### src/rtl/ctrl_escrita_memoria_if.sv
// ---------------------------------------------------------------------------
// ctrl_escrita_memoria_if
//   Bundle of request, data-memory and store-mux signals for the memory
//   write-data sequencer. Clock and reset stay outside the bundle.
//
//   Request side (from the main control FSM):
//     start         1   one-cycle store request
//     store_type    2   00=sw, 01=sh, 10=sb, 11=illegal
//     addr          32  byte address of the store
//     b_data        32  store source (register B)
//   Data-memory side:
//     mem_rdata     32  read data, valid MEM_LAT cycles after mem_rd
//     mem_addr      32  word-aligned address
//     mem_rd        1   read strobe
//     mem_wr        1   write strobe
//   Store-data mux / status:
//     mux_mem_dado  2   00=B, 01=merged word
//     merged_data   32  read word with new byte/half inserted
//     busy          1   sequencer not idle
//     done          1   store complete pulse
//     align_err     1   misaligned/illegal request aborted pulse
//
//   master : the environment (main FSM + data memory), drives the inputs
//   slave  : the sequencer itself
// ---------------------------------------------------------------------------
interface ctrl_escrita_memoria_if;

    logic        start;
    logic [1:0]  store_type;
    logic [31:0] addr;
    logic [31:0] b_data;
    logic [31:0] mem_rdata;

    logic [31:0] mem_addr;
    logic        mem_rd;
    logic        mem_wr;
    logic [1:0]  mux_mem_dado;
    logic [31:0] merged_data;
    logic        busy;
    logic        done;
    logic        align_err;

    modport master (
        output start,
        output store_type,
        output addr,
        output b_data,
        output mem_rdata,
        input  mem_addr,
        input  mem_rd,
        input  mem_wr,
        input  mux_mem_dado,
        input  merged_data,
        input  busy,
        input  done,
        input  align_err
    );

    modport slave (
        input  start,
        input  store_type,
        input  addr,
        input  b_data,
        input  mem_rdata,
        output mem_addr,
        output mem_rd,
        output mem_wr,
        output mux_mem_dado,
        output merged_data,
        output busy,
        output done,
        output align_err
    );

endinterface

### src/rtl/ctrl_escrita_memoria.sv
// ---------------------------------------------------------------------------
// ctrl_escrita_memoria
//   Sequencer for the memory write-data path. It drives the select of the
//   store-data mux (B or merged word) and the data-memory strobes.
//     sw    : single-cycle direct write of B (mux = 00).
//     sh/sb : read-modify-write of the addressed word; the new half/byte is
//             inserted into the read word, which is then written (mux = 01).
//   Misaligned sw/sh and the illegal type 11 are aborted with an align_err
//   pulse and never touch the memory.
//
//   Parameters:
//     MEM_LAT   data-memory read latency in cycles (1..3)
//
//   Ports:
//     clock     system clock, all state updates on the rising edge
//     reset     synchronous, active-high
//     bus       ctrl_escrita_memoria_if.slave (request, memory, mux, status)
//
//   Latency from start to done: sw 2 cycles, sh/sb 3+MEM_LAT cycles.
// ---------------------------------------------------------------------------
module ctrl_escrita_memoria #(
    parameter int unsigned MEM_LAT = 1
) (
    input  logic                         clock,
    input  logic                         reset,
    ctrl_escrita_memoria_if.slave        bus
);

    typedef enum logic [2:0] {
        S_IDLE,
        S_READ,
        S_WAIT,
        S_WRITE,
        S_DONE,
        S_ERR
    } state_t;

    typedef enum logic [1:0] {
        ST_SW  = 2'b00,
        ST_SH  = 2'b01,
        ST_SB  = 2'b10,
        ST_BAD = 2'b11
    } store_t;

    localparam logic [1:0] MUX_B      = 2'b00;
    localparam logic [1:0] MUX_MERGED = 2'b01;

    // Wait counter reload: the WAIT phase spans MEM_LAT cycles, the last one
    // being the cycle in which the counter reads zero and data is captured.
    localparam logic [1:0] LAT_M1 = 2'(MEM_LAT - 1);

    // -----------------------------------------------------------------------
    // State
    // -----------------------------------------------------------------------
    state_t      state_q,  state_d;
    logic [31:0] addr_q,   addr_d;
    // Only the low half of B is ever inserted; a full-word store takes B
    // straight through mux input 00, so the upper half is not kept here.
    logic [15:0] b_q,      b_d;
    store_t      type_q,   type_d;
    logic [1:0]  cnt_q,    cnt_d;
    logic [1:0]  mux_q,    mux_d;
    logic [31:0] merged_q, merged_d;

    // -----------------------------------------------------------------------
    // Helpers
    // -----------------------------------------------------------------------

    // Request cannot be served: word not on a word boundary, half on an odd
    // byte, or the reserved encoding.
    function automatic logic is_misaligned(input logic [1:0]  t,
                                           input logic [1:0]  off);
        logic bad;
        bad = 1'b0;
        case (t)
            ST_SW:   bad = (off != 2'b00);
            ST_SH:   bad = off[0];
            ST_SB:   bad = 1'b0;
            default: bad = 1'b1;
        endcase
        return bad;
    endfunction

    // Little-endian lane insertion: byte k lives at bits [8k+7:8k], half h
    // at bits [16h+15:16h]. All other lanes keep the value read from memory.
    function automatic logic [31:0] insert_lane(input logic [31:0] word,
                                                input logic [15:0] src,
                                                input logic [1:0]  off,
                                                input store_t      t);
        logic [31:0] res;
        res = word;
        if (t == ST_SB) begin
            case (off)
                2'd0:    res[7:0]   = src[7:0];
                2'd1:    res[15:8]  = src[7:0];
                2'd2:    res[23:16] = src[7:0];
                default: res[31:24] = src[7:0];
            endcase
        end else begin
            if (off[1]) res[31:16] = src;
            else        res[15:0]  = src;
        end
        return res;
    endfunction

    // -----------------------------------------------------------------------
    // Next-state logic
    // -----------------------------------------------------------------------
    always_comb begin
        // NOTE: every signal gets a default before the case so no path leaves
        // one unassigned; a missing default here would infer a latch.
        state_d  = state_q;
        addr_d   = addr_q;
        b_d      = b_q;
        type_d   = type_q;
        cnt_d    = cnt_q;
        mux_d    = mux_q;
        merged_d = merged_q;

        case (state_q)
            S_IDLE: begin
                mux_d = MUX_B;
                if (bus.start) begin
                    addr_d = bus.addr;
                    b_d    = bus.b_data[15:0];
                    type_d = store_t'(bus.store_type);
                    if (is_misaligned(bus.store_type, bus.addr[1:0])) begin
                        state_d = S_ERR;
                    end else if (bus.store_type == ST_SW) begin
                        state_d = S_WRITE;
                    end else begin
                        state_d = S_READ;
                    end
                end
            end

            S_READ: begin
                cnt_d   = LAT_M1;
                state_d = S_WAIT;
            end

            S_WAIT: begin
                if (cnt_q == 2'd0) begin
                    merged_d = insert_lane(bus.mem_rdata, b_q, addr_q[1:0], type_q);
                    mux_d    = MUX_MERGED;
                    state_d  = S_WRITE;
                end else begin
                    cnt_d = cnt_q - 2'd1;
                end
            end

            S_WRITE: begin
                state_d = S_DONE;
            end

            // The mux select is held through DONE and cleared on the way
            // back, so it reads 00 from the first IDLE cycle on.
            S_DONE, S_ERR: begin
                mux_d   = MUX_B;
                state_d = S_IDLE;
            end

            default: begin
                mux_d   = MUX_B;
                state_d = S_IDLE;
            end
        endcase
    end

    // -----------------------------------------------------------------------
    // State register
    // -----------------------------------------------------------------------
    always_ff @(posedge clock) begin
        // NOTE: reset clears every register, including the captured word, so
        // an operation aborted by reset leaves nothing behind that could be
        // written later. The check sits first so reset wins over start.
        if (reset) begin
            state_q  <= S_IDLE;
            addr_q   <= '0;
            b_q      <= '0;
            type_q   <= ST_SW;
            cnt_q    <= '0;
            mux_q    <= MUX_B;
            merged_q <= '0;
        end else begin
            // NOTE: non-blocking assignments so every register samples the
            // values of the previous cycle regardless of statement order.
            state_q  <= state_d;
            addr_q   <= addr_d;
            b_q      <= b_d;
            type_q   <= type_d;
            cnt_q    <= cnt_d;
            mux_q    <= mux_d;
            merged_q <= merged_d;
        end
    end

    // -----------------------------------------------------------------------
    // Outputs: strobes and pulses are decoded from the state, so each lasts
    // exactly one cycle and mem_rd / mem_wr can never overlap.
    // -----------------------------------------------------------------------
    assign bus.mem_addr     = {addr_q[31:2], 2'b00};
    assign bus.mem_rd       = (state_q == S_READ);
    assign bus.mem_wr       = (state_q == S_WRITE);
    assign bus.mux_mem_dado = mux_q;
    assign bus.merged_data  = merged_q;
    assign bus.busy         = (state_q != S_IDLE);
    assign bus.done         = (state_q == S_DONE);
    assign bus.align_err    = (state_q == S_ERR);

endmodule

### src/flat_wrapper.sv
// flat-port wrapper written by rule: the top's interface ports become plain ports
module ctrl_escrita_memoria_flat 
#(
    parameter int unsigned MEM_LAT = 1
)
  (clock, reset, bus_start, bus_store_type, bus_addr, bus_b_data, bus_mem_rdata, bus_mem_addr, bus_mem_rd, bus_mem_wr, bus_mux_mem_dado, bus_merged_data, bus_busy, bus_done, bus_align_err);
  ctrl_escrita_memoria_if bus_i ();
  input  logic clock;
  input  logic reset;
  input wire logic [$bits(bus_i.start)-1:0] bus_start;
  input wire logic [$bits(bus_i.store_type)-1:0] bus_store_type;
  input wire logic [$bits(bus_i.addr)-1:0] bus_addr;
  input wire logic [$bits(bus_i.b_data)-1:0] bus_b_data;
  input wire logic [$bits(bus_i.mem_rdata)-1:0] bus_mem_rdata;
  output wire logic [$bits(bus_i.mem_addr)-1:0] bus_mem_addr;
  output wire logic [$bits(bus_i.mem_rd)-1:0] bus_mem_rd;
  output wire logic [$bits(bus_i.mem_wr)-1:0] bus_mem_wr;
  output wire logic [$bits(bus_i.mux_mem_dado)-1:0] bus_mux_mem_dado;
  output wire logic [$bits(bus_i.merged_data)-1:0] bus_merged_data;
  output wire logic [$bits(bus_i.busy)-1:0] bus_busy;
  output wire logic [$bits(bus_i.done)-1:0] bus_done;
  output wire logic [$bits(bus_i.align_err)-1:0] bus_align_err;
  assign bus_i.start = bus_start;
  assign bus_i.store_type = bus_store_type;
  assign bus_i.addr = bus_addr;
  assign bus_i.b_data = bus_b_data;
  assign bus_i.mem_rdata = bus_mem_rdata;
  assign bus_mem_addr = bus_i.mem_addr;
  assign bus_mem_rd = bus_i.mem_rd;
  assign bus_mem_wr = bus_i.mem_wr;
  assign bus_mux_mem_dado = bus_i.mux_mem_dado;
  assign bus_merged_data = bus_i.merged_data;
  assign bus_busy = bus_i.busy;
  assign bus_done = bus_i.done;
  assign bus_align_err = bus_i.align_err;
  ctrl_escrita_memoria #(.MEM_LAT(MEM_LAT)) u_core (.clock(clock), .reset(reset), .bus(bus_i));
endmodule
### config.mk
export PLATFORM = sky130hd
export DESIGN_NAME = ctrl_escrita_memoria_flat
export DESIGN_NICKNAME = d
export VERILOG_FILES = /design/src/rtl/ctrl_escrita_memoria_if.sv /design/src/rtl/ctrl_escrita_memoria.sv /design/src/flat_wrapper.sv
export SDC_FILE = /design/constraint.sdc
export NUM_CORES = 1
export LEC_CHECK = 0
export BUFFER_PORTS_ARGS = -buffer_cell sky130_fd_sc_hd__buf_4
export CORE_MARGIN = 8
export CORE_UTILIZATION = 40
export CTS_BUF_LIST = sky130_fd_sc_hd__clkbuf_4
export DETAILED_ROUTE_END_ITERATION = 8
export GPL_ROUTABILITY_DRIVEN = 0
export PLACE_DENSITY = 0.63
export SETUP_SLACK_MARGIN = 0.1
export SYNTH_ARGS = -nofsm -noshare
export SYNTH_HDL_FRONTEND = slang
export SYNTH_SLANG_ARGS = --single-unit
### constraint.sdc
create_clock -name clock -period 1.8 [get_ports clock]
set_input_delay 0.09 -clock clock [delete_from_list [all_inputs] [get_ports clock]]
set_output_delay 0.09 -clock clock [all_outputs]
set_load 0.05 [all_outputs]
==> summary.md <==
| Metric | Value |
|---|---|
| Routed Antenna Nets | 0 |
| Setup Viol. Count Final | 0 |
| Combinational share of power | 34.7% |
| Worst Path Required | 1.71 ns |
| Routed WL | 14580 µm |
| CTS buffer count | 9 |
| Final worst path period need | 1.646 ns |
| H-tree levels | 3 |
| Flop pwr share | 45.9% |
| Clk sinks | 88 |
| Die X | 122.5 µm |
| Mean Syn Cell Area | 8.116 µm² |
| Synth Instances | 559 |
| Via Count | 4592 |
| Antenna diodes | 0 |
| Remaining Overflow, GRT | 0 |
| EDFF count, synth | 0 |
| P_sw | 1863 µW |
| Post-Syn Area | 4537 µm² |
| Count of maximum capacitance violations | 0 |
| First-pass GRT wire length | 23230 µm |
| Full die area | 15010 µm² |
| Router iterations before antenna repair | 5 |
| Share of the synthesized area in the top cell type | 38.83% |
| Cell variety after synth | 39 |
| Chip height | 122.5 µm |
| Max Clk Rate | 0.6075 GHz |
| CTS tree | yes |
| Clock-pin slew on the worst setup and hold paths | 0.14 ns |
| Syn. warnings | 0 |
| Crit. End Element | output pin |
| Final setup skew | 0.02706 ns |
| Critical path class | reg -> out |
| Sw frac | 37.93% |
| Async S/R FF share, synth | 0% |
| IO buf count | 152 |
| Layout filler cell count | 1035 |
| Max Slew Vio Count | 0 |
| Clock power frac | 19.4% |
| Clock buffer depth | 2 |
| Most numerous cell in the Yosys netlist | nand2_1 |
| Post-route DRC | 0 |
| Int Pwr | 3050 µW |
| WL/cell | 16.68 µm |
| Fin nets | 831 |
| RSZ-0062 raised after global routing | false |
| Initial antenna violation count | 0 |
| Synth-to-Final Area Change | 39.19% |
| Initial DRC count | 348 |
| Most used DFF post-synth | dfxtp_1 |
| Pwr Density | 778.0 nW/µm² |
| Min-delay worst type | in -> reg |
| Sequential-to-total area share from yosys stat | 38.83% |
| Setup tns final | 0 ns |
| Share of layout cells above drive strength 1 | 28.04% |
| Initial Util | 40.42% |
| Via density | 5.254 |
| Root Buffer | clkbuf_4 |
| All-Layer GR Usage | 19.24% |
| Most common library cells after synthesis | nand2_1, dfxtp_1, a21oi_1 |
| Post-synthesis register bit count | 88 |
| Final hold viol count | 0 |
| IO Count | 172 |
| Hold slack | 0.03292 ns |
| Post-synth top area cell | dfxtp_1 |
| Main area contributors after synthesis | dfxtp_1, nand2_1, a21oi_1, buf_4, a32o_1 |
| P_leak | 0.002591 µW |
| CP arrival | 1.56 ns |
| Status | finished, final reports clean |
| Max VDD drop | 0.5291 mV |
| Critical path startpoint category | flip-flop |
| CP Max Fanout | 6 |
| Largest net degree at the start of global routing | 33 |
| Vias in the first global route | 4600 |
| Clk Latency, worst-skew pair | 0.47 ns |
| Post-CTS setup buffers | 0 |
| Detailed Place HPWL | 10020 µm |
| Row count | 39 |
| Core Area | 11220 µm² |
| Crit share post-route | 91.45% |
==> worst paths after layout <==
check | startpoint | slack (ns) | to | depth (start not counted)
max | u_core.state_q[0] | 0.15 | bus_busy | 3
min | bus_mem_rdata[11] | 0.03 | u_core.bus.merged_data[11] | 4
max reg2reg | u_core.state_q[0] | 0.21 | u_core.addr_q[26] | 4
min reg2reg | u_core.addr_q[8] | 0.46 | u_core.addr_q[8] | 2
==> critical path, cell delays in order, from the launching register on <==
cell     delay (ns)
dfxtp_2        0.36
buf_4          0.16
or3_1          0.40
buf_6          0.17
==> cell families (layout without fill, tap and decap cells) <==
logic type	count (synthesis)	count (layout)	synth area share, %
AND/OR/NAND/NOR	185	185	19.20
multiplexers	8	8	1.765
adder cells (fa/ha/maj)	1	1	0.2757
other	1	3	0.08266
AO/OA/AOI/OAI	159	159	25.10
flip-flops	88	88	38.83
buffers and inverters	117	287	14.75
==> power by group through the flow <==
stage          logic (µW)  clock network, µW  registers (µW)
2_1_floorplan        1040                  0            2390
5_1_grt              1830               1050            2280
4_1_cts              1690                993            2250
6_report             1700                953            2260
3_3_place_gp         1550                  0            2280
3_5_place_dp         1580                  0            2290
==> final cells by class <==
type | count | area, µm² | share of cell area, %
flip-flops and latches | 88 | 1768 | 28.00
multi-input cells | 356 | 2140 | 33.88
clock inverters | 3 | 22.52 | 0.3566
well taps | 143 | 178.9 | 2.833
clock buffers | 10 | 75.07 | 1.189
repair buffers | 239 | 1999 | 31.66
inverters | 35 | 131.4 | 2.080
==> per-stage QoR <==
step	area (µm²)	setup slack, ns	total power (µW)	utilization [%]	instances
finish	6315	0.1539	4913	56.27	874
global route	6315	0.09875	5159	56.27	874
CTS	6295	0.1167	4936	56.09	874
detailed placement	5557	0.2260	3870	49.51	797
global placement	5557	0.2786	3832	49.51	797
floorplan	4554	0.3013	3434	-	561
==> routing by layer <==
| metal | vias up | GRT usage, % | share of wire [%] |
|---|---|---|---|
| li1 | 2259 | - | - |
| met1 | 2131 | 23.63 | 42 |
| met2 | 172 | 30.41 | 46 |
| met3 | 30 | 6.164 | 9.6 |
| met4 | 0 | 8.378 | 2.6 |
| met5 | - | 0 | 0 |
==> flip-flops by register name, summed over array words and instances, names as in the netlist <==
name                     flops
u_core.type_q                2
u_core.state_q               3
u_core.addr_q               32
u_core.bus.mux_mem_dado      1
u_core.cnt_q                 2
u_core.bus.merged_data      32
u_core.b_q                  16
==> cell usage in the layout, fill, tap and decap left out, types with 10 or more instances in the layout <==
master	synthesis	final
buf_4	33	170
nand2_1	127	127
dfxtp_1	88	85
dlygate4sd3_1	0	64
a21oi_1	50	50
inv_1	35	35
o211ai_1	32	32
a32o_1	24	24
a211oi_1	17	17
nand3b_1	16	16
nor2b_1	13	12
o32ai_1	10	10
clkbuf_4	0	10
==> timing repair <==
action / CTS / global route
hold buffers: 64 / 0
hold endpoints to repair: 66 / 0
setup endpoints to repair: 0 / 9
resized for setup: 0 / 7
Note: power is estimated with default switching activity, not from simulation.
